==> config.mk <==
export PLATFORM = sky130hd
export DESIGN_NAME = mem_stage
export DESIGN_NICKNAME = d
export VERILOG_FILES = /design/src/rtl/mem_stage_pkg.sv /design/src/rtl/mem_stage_align.sv /design/src/rtl/mem_stage.sv
export SDC_FILE = /design/constraint.sdc
export NUM_CORES = 1
export LEC_CHECK = 0
export ABC_CLOCK_PERIOD_IN_PS = 3500
export BUFFER_PORTS_ARGS = -buffer_cell sky130_fd_sc_hd__buf_4
export CAP_MARGIN = 20
export CELL_PAD_IN_SITES_DETAIL_PLACEMENT = 1
export CELL_PAD_IN_SITES_GLOBAL_PLACEMENT = 1
export CORE_MARGIN = 2
export CORE_UTILIZATION = 35
export DETAILED_ROUTE_END_ITERATION = 8
export PLACE_DENSITY_LB_ADDON = 0.1
export SYNTH_ARGS = -nofsm -noshare
export SYNTH_HDL_FRONTEND = slang
export SYNTH_SLANG_ARGS = --single-unit
==> constraint.sdc <==
create_clock -name clk -period 3.5 [get_ports clk]
set_input_delay 1.05 -clock clk [delete_from_list [all_inputs] [get_ports clk]]
set_output_delay 1.05 -clock clk [all_outputs]
set_load 0.03 [all_outputs]
==> src/rtl/mem_stage_pkg.sv <==
// Shared types and constants for the RV64 load/store stage.
// The misalignment helper is used only when MEM_MISALIGN_CHECK_EN is defined.
package mem_stage_pkg;

  localparam int XLEN       = 64;
  localparam int ADDR_ALIGN = 3;

  localparam logic [3:0] MEM_OP_NONE = 4'hF;

  localparam logic [1:0] MEM_B = 2'd0;
  localparam logic [1:0] MEM_H = 2'd1;
  localparam logic [1:0] MEM_W = 2'd2;
  localparam logic [1:0] MEM_D = 2'd3;

  typedef enum logic [1:0] {
    S_IDLE = 2'd0,
    S_REQ  = 2'd1,
    S_WAIT = 2'd2
  } state_e;

  // True when the byte offset is not a multiple of the access size.
  function automatic logic misaligned(input logic [1:0] size, input logic [2:0] off);
    logic bad;
    case (size)
      MEM_B:   bad = 1'b0;
      MEM_H:   bad = off[0];
      MEM_W:   bad = (off[1:0] != 2'd0);
      default: bad = (off != 3'd0);
    endcase
    return bad;
  endfunction

endpackage

==> src/rtl/mem_stage_align.sv <==
// Combinational byte-lane logic: store shift and byte mask, load extract and extend.
// Accesses crossing the 8-byte beat keep only the lanes inside the beat.
module mem_align
  import mem_stage_pkg::*;
(
  input  logic [1:0]      size,
  input  logic            unsigned_ld,
  input  logic [2:0]      offset,
  input  logic [XLEN-1:0] st_data,
  input  logic [XLEN-1:0] ld_beat,
  output logic [7:0]      wmask,
  output logic [XLEN-1:0] wdata,
  output logic [XLEN-1:0] ld_data
);

  logic [XLEN-1:0] shifted;
  logic [7:0]      base_mask;

  always_comb begin
    shifted   = ld_beat >> {offset, 3'b000};
    wdata     = st_data << {offset, 3'b000};
    base_mask = 8'h00;
    ld_data   = {XLEN{1'b0}};
    case (size)
      MEM_B: begin
        base_mask = 8'h01;
        ld_data   = unsigned_ld ? {56'd0, shifted[7:0]} : {{56{shifted[7]}}, shifted[7:0]};
      end
      MEM_H: begin
        base_mask = 8'h03;
        ld_data   = unsigned_ld ? {48'd0, shifted[15:0]} : {{48{shifted[15]}}, shifted[15:0]};
      end
      MEM_W: begin
        base_mask = 8'h0F;
        ld_data   = unsigned_ld ? {32'd0, shifted[31:0]} : {{32{shifted[31]}}, shifted[31:0]};
      end
      default: begin
        // LD ignores the unsigned bit
        base_mask = 8'hFF;
        ld_data   = shifted;
      end
    endcase
    wmask = base_mask << offset;
  end

endmodule

==> src/rtl/mem_stage.sv <==
// RV64 load/store stage: ALU pass-through plus a REQ/WAIT handshake with the data RAM.
// Optional macro MEM_MISALIGN_CHECK_EN completes misaligned accesses without touching RAM.
module mem_stage
  import mem_stage_pkg::*;
(
  input  logic            clk,
  input  logic            rst,
  input  logic            ex_valid,
  output logic            ex_ready,
  input  logic [3:0]      mem_op,
  input  logic [XLEN-1:0] mem_addr,
  input  logic [XLEN-1:0] mem_wdata,
  input  logic [XLEN-1:0] alu_data,
  input  logic            rd_w_ena_i,
  input  logic [4:0]      rd_w_addr_i,
  output logic            ram_req_valid,
  input  logic            ram_req_ready,
  output logic [XLEN-1:0] ram_req_addr,
  output logic            ram_req_wen,
  output logic [7:0]      ram_req_wmask,
  output logic [XLEN-1:0] ram_req_wdata,
  input  logic            ram_rsp_valid,
  input  logic [XLEN-1:0] ram_rsp_rdata,
  output logic            wb_valid,
  output logic            wb_w_ena,
  output logic [4:0]      wb_w_addr,
  output logic [XLEN-1:0] wb_data,
  output logic            misalign
);

  state_e          state_q, state_d;
  logic [3:0]      op_q;
  logic [2:0]      off_q;
  logic            rd_wr_q;
  logic [4:0]      rd_addr_q;

  logic            idle, accept, is_mem, mis, rd_wr;
  logic [1:0]      al_size;
  logic            al_uns;
  logic [2:0]      al_off;
  logic [7:0]      al_wmask;
  logic [XLEN-1:0] al_wdata, al_ld;

  assign idle   = (state_q == S_IDLE);
  assign accept = ex_valid & ex_ready;
  assign is_mem = (mem_op != MEM_OP_NONE);
  assign rd_wr  = rd_w_ena_i & (rd_w_addr_i != 5'd0);

`ifdef MEM_MISALIGN_CHECK_EN
  assign mis = is_mem & misaligned(mem_op[1:0], mem_addr[2:0]);
`else
  assign mis = 1'b0;
`endif

  // Store path uses the live inputs in IDLE; load extract uses the latched op in WAIT
  assign al_size = idle ? mem_op[1:0]   : op_q[1:0];
  assign al_uns  = idle ? mem_op[2]     : op_q[2];
  assign al_off  = idle ? mem_addr[2:0] : off_q;

  mem_align u_align (
    .size        (al_size),
    .unsigned_ld (al_uns),
    .offset      (al_off),
    .st_data     (mem_wdata),
    .ld_beat     (ram_rsp_rdata),
    .wmask       (al_wmask),
    .wdata       (al_wdata),
    .ld_data     (al_ld)
  );

  always_comb begin
    state_d = state_q;
    case (state_q)
      S_IDLE:  state_d = (accept && is_mem && !mis) ? S_REQ : S_IDLE;
      S_REQ:   state_d = ram_req_ready ? S_WAIT : S_REQ;
      S_WAIT:  state_d = ram_rsp_valid ? S_IDLE : S_WAIT;
      default: state_d = S_IDLE;
    endcase
  end

  always_ff @(posedge clk) begin
    if (rst) begin
      state_q       <= S_IDLE;
      ex_ready      <= 1'b1;
      op_q          <= 4'd0;
      off_q         <= 3'd0;
      rd_wr_q       <= 1'b0;
      rd_addr_q     <= 5'd0;
      ram_req_valid <= 1'b0;
      ram_req_addr  <= {XLEN{1'b0}};
      ram_req_wen   <= 1'b0;
      ram_req_wmask <= 8'h00;
      ram_req_wdata <= {XLEN{1'b0}};
      wb_valid      <= 1'b0;
      wb_w_ena      <= 1'b0;
      wb_w_addr     <= 5'd0;
      wb_data       <= {XLEN{1'b0}};
      misalign      <= 1'b0;
    end else begin
      state_q  <= state_d;
      ex_ready <= (state_d == S_IDLE);
      wb_valid <= 1'b0;
      wb_w_ena <= 1'b0;
      misalign <= 1'b0;
      case (state_q)
        S_IDLE: begin
          if (accept && !is_mem) begin
            wb_valid  <= 1'b1;
            wb_w_ena  <= rd_wr;
            wb_w_addr <= rd_w_addr_i;
            wb_data   <= alu_data;
          end else if (accept && mis) begin
            wb_valid  <= 1'b1;
            wb_w_addr <= rd_w_addr_i;
            wb_data   <= {XLEN{1'b0}};
            misalign  <= 1'b1;
          end else if (accept) begin
            op_q          <= mem_op;
            off_q         <= mem_addr[2:0];
            rd_wr_q       <= rd_wr;
            rd_addr_q     <= rd_w_addr_i;
            ram_req_valid <= 1'b1;
            ram_req_addr  <= {mem_addr[XLEN-1:ADDR_ALIGN], {ADDR_ALIGN{1'b0}}};
            ram_req_wen   <= mem_op[3];
            ram_req_wmask <= mem_op[3] ? al_wmask : 8'h00;
            ram_req_wdata <= mem_op[3] ? al_wdata : {XLEN{1'b0}};
          end else begin
            ram_req_valid <= 1'b0;
          end
        end
        S_REQ: begin
          if (ram_req_ready) begin
            ram_req_valid <= 1'b0;
            ram_req_wen   <= 1'b0;
            ram_req_wmask <= 8'h00;
            ram_req_wdata <= {XLEN{1'b0}};
          end else begin
            ram_req_valid <= 1'b1;
          end
        end
        S_WAIT: begin
          if (ram_rsp_valid) begin
            wb_valid  <= 1'b1;
            wb_w_ena  <= rd_wr_q & ~op_q[3];
            wb_w_addr <= rd_addr_q;
            wb_data   <= op_q[3] ? {XLEN{1'b0}} : al_ld;
          end else begin
            wb_valid  <= 1'b0;
          end
        end
        default: begin
          ram_req_valid <= 1'b0;
        end
      endcase
    end
  end

endmodule

==> results of run 1 <==
final cells by class:
class	instances	area [µm²]
multi-input combinational	1130	6780
fill	4071	16600
clock inverter	13	188
tap	448	561
inverter	10	37.5
timing repair buffer	535	4110
clock buffer	35	766
antenna	2	5.00
sequential	222	4440
cell families (layout without fill, tap and decap cells):
kind of cell | count (synthesis) | in the layout | share of synthesized area (%)
buffers and inverters | 152 | 593 | 6.07
and+or+nand+nor | 546 | 546 | 19.5
muxes | 120 | 120 | 10.4
other | 1 | 6 | 0.0317
DFF | 222 | 222 | 37.5
AOI/OAI and AO/OA | 460 | 460 | 26.5
how the worst max path moves through the flow:
stage	to	slack [ps]
detailed placement	wb_data[39]	160
finish	wb_data[44]	360
CTS	wb_data[23]	370
global placement	wb_data[39]	190
floorplan	wb_data[52]	480
global route	wb_data[36]	150
layer usage:
layer | vias to the layer above | wire length (µm) | track usage [%] | part of all wire [%]
met5 | - | 0 | 0 | 0
met4 | 0 | 2800 | 15.1 | 5.1
met3 | 131 | 4490 | 8.16 | 8.2
met2 | 519 | 26300 | 50.7 | 48
met1 | 6531 | 21200 | 34.4 | 39
li1 | 6301 | - | - | -
metrics by stage:
step / setup slack [ps] / power [mW]
floorplan: 477 / 4.19
global placement: 187 / 5.13
detailed placement: 160 / 5.16
CTS: 367 / 8.21
global route: 145 / 8.50
finish: 363 / 8.15
synth_stat cells (10+ instances only):
master,n
inv_1,10
a22o_1,15
buf_2,32
clkbuf_1,85
and3_1,20
nand2_1,299
a211oi_2,10
o21ai_1,16
mux2i_1,112
a211oi_1,43
nor3_1,14
o211ai_1,12
a21oi_1,160
nand3_1,56
a22oi_1,41
o21ai_0,55
nor2_1,123
dfxtp_1,222
a31oi_1,12
a32oi_1,14
a222oi_1,21
registers in the layout, indices dropped and copies added (netlist names):
register / cells
ram_req_wdata: 64
wb_data: 64
ram_req_addr: 61
ram_req_wmask: 8
rd_addr_q: 5
wb_w_addr: 5
op_q: 4
off_q: 3
state_q: 2
ex_ready: 1
ram_req_valid: 1
ram_req_wen: 1
rd_wr_q: 1
wb_valid: 1
wb_w_ena: 1
worst register-to-register path, stage by stage, from the launching register on:
cell and delay (ps):
dfxtp_1 450, nor2_4 500, mux2i_4 640, nor2_1 220, a32oi_1 240, o221ai_1 210
a31oi_4 250, buf_12 280, a211oi_1 190
power breakdown:
part | internal [mW] | leakage, nW | switching, mW
clock | 1.84 | 0.476 | 1.18
sequential | 2.68 | 1.81 | 0.0936
combinational | 0.876 | 5.12 | 1.48
total | 5.39 | 7.40 | 2.75
==> results.md, run 1 <==
- PortBufs: 477
- Die width: 188 µm
- First-pass GRT wire length: 82500 µm
- Site row count: 67
- Setup CP Type: reg -> reg
- Avg Inst Size Synth: 7.89 µm²
- Share of flip-flops with an asynchronous set or reset: 0%
- Startpoint Class: flop
- Sequential fraction of the synthesis area: 37.5%
- Yosys top cell area share: 37.5%
- Hold depth: 2
- R2R depth: 8
- Initial DRC Count: 782
- Vias per inst: 5.63
- Netlist cell types: 64
- Outcome: completed
- Worst Clk Skew: 15.1 ps
- Main synth FF type: dfxtp_1
- Layout cell share with drive strength beyond 1: 32.2%
- FF-to-FF Start: state_q[1]
- Post_cts resized: 0
- Setup TNS: 0 ps
- Final WL: 54800 µm
- Starting Density: 35.4%
- CORE AREA: 33400 µm²
- Crit-path cells: nor2_4 > mux2i_4 > nor2_1 > a32oi_1 > o221ai_1 > a31oi_4 > buf_12 > a211oi_1
- Most frequent cells in the layout: 526 x buf_4, 299 x nand2_1, 222 x dfxtp_1
- CP Buf/Inv Count: 1
- Setup bufs post-CTS: 0
- WP depth: 8
- Synthesized area: 11800 µm²
- Vias after detailed routing: 13500
- Post-layout util: 50.5%
- EDFF count, synth: 0
- CP delay by family, top: compound AO/OA/AOI/OAI gates
- LEAKAGE: 7.40 nW
- Hold worst-path end: ram_req_addr[21]
- CTS tree: built
- Endpoint type of the worst setup path: flop
- Slew @ Worst Pin: 1060 ps
- CTS root buf: clkbuf_16
- Vias in the first global route: 14100
- Initial antenna violation count: 1
- Max cap viols: 0
- Worst R2R End: wb_data[44]
- Skew-Pair Late Insertion Delay: 560 ps
- Crit path DAT: 3550 ps
- FF-to-FF setup slack: 360 ps
- Flops & latches, synth: 222
- Slew Limit Fails: 0
- WL/cell: 22.9 µm
- Cell Area, Placed: 15900 µm²
- Hold Violations, Final: 0
- Placed insts: 2344
- Routed Antenna Nets: 0
- Routability congestion estimate: 0.956
- Total congestion overflow: 0
- Die height: 188 µm
- Reg clk slew, reported paths: 60 ps
- I/O Pins: 482
- Peak VDD IR: 0.322 mV
- Final setup violation count: 0
- Most common cell after layout, fill and taps aside: buf_4
- Num CTS Buffers: 27
- Worst path slowest cell: mux2i_4
- WP data required: 3910 ps
- Worst-case clock buffer depth: 3
- Synth Instances: 1501
- Min Hold Slack: 453 ps
- Post-DP HPWL: 40500 µm
- Clk sinks: 222
- Tot GR Track Use: 29.8%
- Relative slew margins: 29.2%
- Drt pass-1 iters: 7
- Yosys top cell by area: dfxtp_1
- Hold Crit Start: ram_req_addr[21]
- CP Launch Point: state_q[1]
- Max FO, Critical Path: 48
- RSZ-0062 raised after global routing: no
- Min-Delay Path Class: reg -> reg
- Synth area leaders: dfxtp_1 38%, nand2_1 9.5%, mux2i_1 9.5%, a21oi_1 6.8%, nor2_1 3.9%
- Die area: 35300 µm²
- Hold_buf cts: 0
- Tcrit/Tclk final: 89.6%
- Fmax: 0.319 GHz
- Post-route cell area: 16900 µm²
- Residual DRC: 0
- Power density over cell area: 482 nW/µm²
- Fin crit period: 3140 ps
- Largest net degree at the start of global routing: 90
- Synth Warn #: 0
- Fin cells: 2395
- P&R area growth vs syn: 42.6%
- Nets: 2197
- H-tree levels: 1
- Slowest Stage Delay on Critical Path: 640 ps
Power figures use the tool's default switching activity.
==> run 2: changes to the inputs <==
--- a/config.mk
+++ b/config.mk
@@ -10,10 +10,12 @@
 export CAP_MARGIN = 20
 export CELL_PAD_IN_SITES_DETAIL_PLACEMENT = 1
 export CELL_PAD_IN_SITES_GLOBAL_PLACEMENT = 1
+export CORE_ASPECT_RATIO = 1.4
 export CORE_MARGIN = 2
-export CORE_UTILIZATION = 35
+export CORE_UTILIZATION = 37
 export DETAILED_ROUTE_END_ITERATION = 8
 export PLACE_DENSITY_LB_ADDON = 0.1
 export SYNTH_ARGS = -nofsm -noshare
 export SYNTH_HDL_FRONTEND = slang
+export SYNTH_HIERARCHICAL = 1
 export SYNTH_SLANG_ARGS = --single-unit
==> run 2 against run 1 <==
Against the previous run: combinational power rose by 21%; count of clock-buffer cells in the layout rose by 1; power rose by 8.1%; maximum frequency rose by 6.4%; register-to-register slack improved by 190 ps; hold slack improved by 2.7 ps; utilization rose by 0.083 points; sequential share of layout area fell by 2.3 points; synthesized cell count rose by 11%; final area rose by 9.5%; area after synthesis rose by 15%; global-route usage fell by 1.2 points; critical endpoint is now wb_data[8]; largest cell class unchanged.
==> results.md, run 2 <==
- Slowest Stage Delay on Critical Path: 450 ps (-190 ps)
- Peak VDD IR: 0.407 mV (+26%)
- CTS root buf: clkbuf_16
- Worst Clk Skew: 18.2 ps (+3.09 ps)
- Fill cell count: 4434 (+8.9%)
- Startpoint Class: flop
- WP data required: 3980 ps (+70 ps)
- Internal power: 5.81 mW (+7.8%)
- Post-DP HPWL: 42800 µm (+5.8%)
- Setup CP Type: reg -> reg
- CORE AREA: 36600 µm² (+9.3%)
- Clock network power share: 36.2% (-0.9 points)
- Most common cell in the netlist: a21oi_1
- Flops & latches, synth: 222 (unchanged)
- Fmax: 0.339 GHz (+6.4%)
- Die height: 231 µm (+23%)
- H-tree levels: 1 (unchanged)
- LEAKAGE: 7.65 nW (+3.3%)
- Storage element area: 4450 µm² (about the same)
- Crit-path cells: nor2_1 > buf_4 > mux2_8 > buf_4 > nor2b_2 > o2bb2ai_1 > mux2i_1 > o21ai_0 > nor3b_1 > a21oi_1 > a211oi_1
- Most common cell after layout, fill and taps aside: buf_4
- Final worst-path setup slack: 552 ps (+189 ps)
- Share of flip-flops with an asynchronous set or reset: 0% (unchanged)
- EDFF count, synth: 0 (unchanged)
- Final WL: 57800 µm (+5.6%)
- Synthesized area: 13700 µm² (+15%)
- Yosys top cell by area: dfxtp_1
- Critical Path Most Common Cell: buf_4
- Vias after detailed routing: 14400 (+6.6%)
- Max FO, Critical Path: 27 (-44%)
- Sw power: 2.99 mW (+8.7%)
- Nets: 2324 (+5.8%)
- First-pass GRT wire length: 87300 µm (+5.8%)
- Slew Limit Fails: 0 (unchanged)
- P&R area growth vs syn: 35.2%
- FF-to-FF setup slack: 550 ps (+190 ps)
- Routed Antenna Nets: 0 (unchanged)
- Num CTS Buffers: 27 (unchanged)
- CTS tree: built
- Worst path slowest cell: nor2b_2
- Layout cell share with drive strength beyond 1: 33.8% (+1.6 points)
- Fin crit period: 2950 ps (-189 ps)
- Endpoint type of the worst setup path: flop
- Routability congestion estimate: 0.879 (-8.1%)
- Sequential fraction of the synthesis area: 32.5% (-5.0 points)
- Min Hold Slack: 456 ps (+2.74 ps)
- Die area: 38500 µm² (+9.1%)
- Gate power share: 32.3% (+3.4 points)
- Post-place setup slack: 37.2 ps (-123 ps)
- Worst-case clock buffer depth: 3 (unchanged)
- Site row count: 83 (+24%)
- Initial DRC Count: 812 (+3.8%)
- Initial antenna violation count: 0 (-1)
- Setup TNS: 0 ps (unchanged)
- Synth area leaders: dfxtp_1 33%, mux2i_1 9.7%, a21oi_1 8.6%, nand3_1 5.7%, nand2_1 5.3%
- Main synth FF type: dfxtp_1
- Relative slew margins: 48.2% (+19 points)
- PortBufs: 477 (unchanged)
- Slew @ Worst Pin: 775 ps (-286 ps)
- Largest net degree at the start of global routing: 91 (+1.1%)
- Leading cell types by count after synthesis: 234 x a21oi_1, 222 x dfxtp_1, 194 x nand2_1
- Multi-input logic area: 8160 µm² (+20%)
- Die width: 166 µm (-11%)
- Min-Delay Path Class: reg -> reg
- Synth Warn #: 6 (+6)
- Vias in the first global route: 15000 (+6.3%)
- Starting Density: 37.4% (+2.0 points)
- Vias per inst: 5.66 (+0.49%)
- Outcome: completed
- Residual DRC: 0 (unchanged)
- Hold Violations, Final: 0 (unchanged)
- Reg power frac: 31.5% (-2.5 points)
- Most frequent cells in the layout: 525 x buf_4, 234 x a21oi_1, 221 x dfxtp_1
- Biggest regs: ram_req_wdata (64), wb_data (64), ram_req_addr (61)
- Clk sinks: 222 (unchanged)
- Tot GR Track Use: 28.6% (-1.2 points)
- WL/cell: 22.8 µm (-0.42%)
- Tcrit/Tclk final: 84.2% (-5.4 points)
- Total congestion overflow: 0 (unchanged)
- Avg Inst Size Synth: 8.19 µm² (+3.8%)
- Power density over cell area: 476 nW/µm² (-1.3%)
- I/O Pins: 482 (unchanged)
- Synth Instances: 1669 (+11%)
- Final setup violation count: 0 (unchanged)
- Crit path DAT: 3430 ps (-120 ps)
- Max cap viols: 0 (unchanged)
- Switch share: 34.0% (+0.18 points)
- RSZ-0062 raised after global routing: no
- Antenna diodes: 0 (-2)
- Reg clk slew, reported paths: 60 ps (about the same)
- Hold_buf cts: 0 (unchanged)
- Post_cts resized: 0 (unchanged)
- Netlist cell types: 57 (-11%)
- Setup bufs post-CTS: 0 (unchanged)
- Yosys top cell area share: 32.5% (-5.0 points)
- Skew-Pair Late Insertion Delay: 570 ps (about the same)
- Drt pass-1 iters: 5 (-2)
run 2: logic make-up (layout without fill, tap and decap cells):
group                  Yosys count  count (layout)  share of synthesized area (%)
muxes                          192             192                           16.6
and+or+nand+nor                640             640                           22.6
other                            1               4                         0.0274
AOI/OAI and AO/OA              421             421                           19.8
DFF                            222             222                           32.5
buffers and inverters          193             594                           8.46
run 2: metal layers:
| layer | routed length [µm] | part of all wire, % | GRT usage (%) | up-vias |
|---|---|---|---|---|
| li1 | - | - | - | 6743 |
| met5 | 0 | 0 | 0 | - |
| met2 | 30100 | 52 | 52.6 | 446 |
| met4 | 3290 | 5.7 | 15.4 | 0 |
| met1 | 21000 | 36 | 30.4 | 7048 |
| met3 | 3450 | 6.0 | 6.25 | 131 |
run 2: path summary, 6_finish.rpt:
| kind | from | to | cells past startpoint |
|---|---|---|---|
| max | state_q[0] | wb_data[8] | 11 |
| min | ram_req_addr[63] | ram_req_addr[63] | 2 |
| max reg2reg | state_q[0] | wb_data[8] | 11 |
| min reg2reg | ram_req_addr[63] | ram_req_addr[63] | 2 |
run 2: critical path, delay by kind of cell, from the launching register on:
family,cells,cell delay (ps)
muxes,2,480
buffers and inverters,2,560
AOI/OAI and AO/OA,4,760
DFF,1,330
and+or+nand+nor,3,720
run 2: power by group through the flow:
stage | Clock (mW) | Combinational [mW] | Sequential, mW
floorplan | 0 | 1.62 | 3.06
global placement | 0 | 2.80 | 2.82
finish | 3.19 | 2.85 | 2.77
detailed placement | 0 | 2.84 | 2.83
global route | 3.36 | 3.06 | 2.79
CTS | 3.27 | 2.86 | 2.77
run 2: area by class of cell:
cell class,count,share of cell area [%]
flip-flops and latches,222,24.0
inverters,3,0.0609
well taps,467,3.16
clock inverters,13,1.18
clock buffers,36,4.27
multi-input cells,1257,44.2
repair buffers,542,23.1
run 2: stage by stage:
stage	instance area (µm²)	instances	util, %	total power, mW
2_1_floorplan	13700	1672	-	4.68
3_3_place_gp	17500	2491	47.8	5.62
3_5_place_dp	17500	2491	47.8	5.67
4_1_cts	18500	2540	50.6	8.90
5_1_grt	18500	2540	50.6	9.20
6_report	18500	2540	50.6	8.81
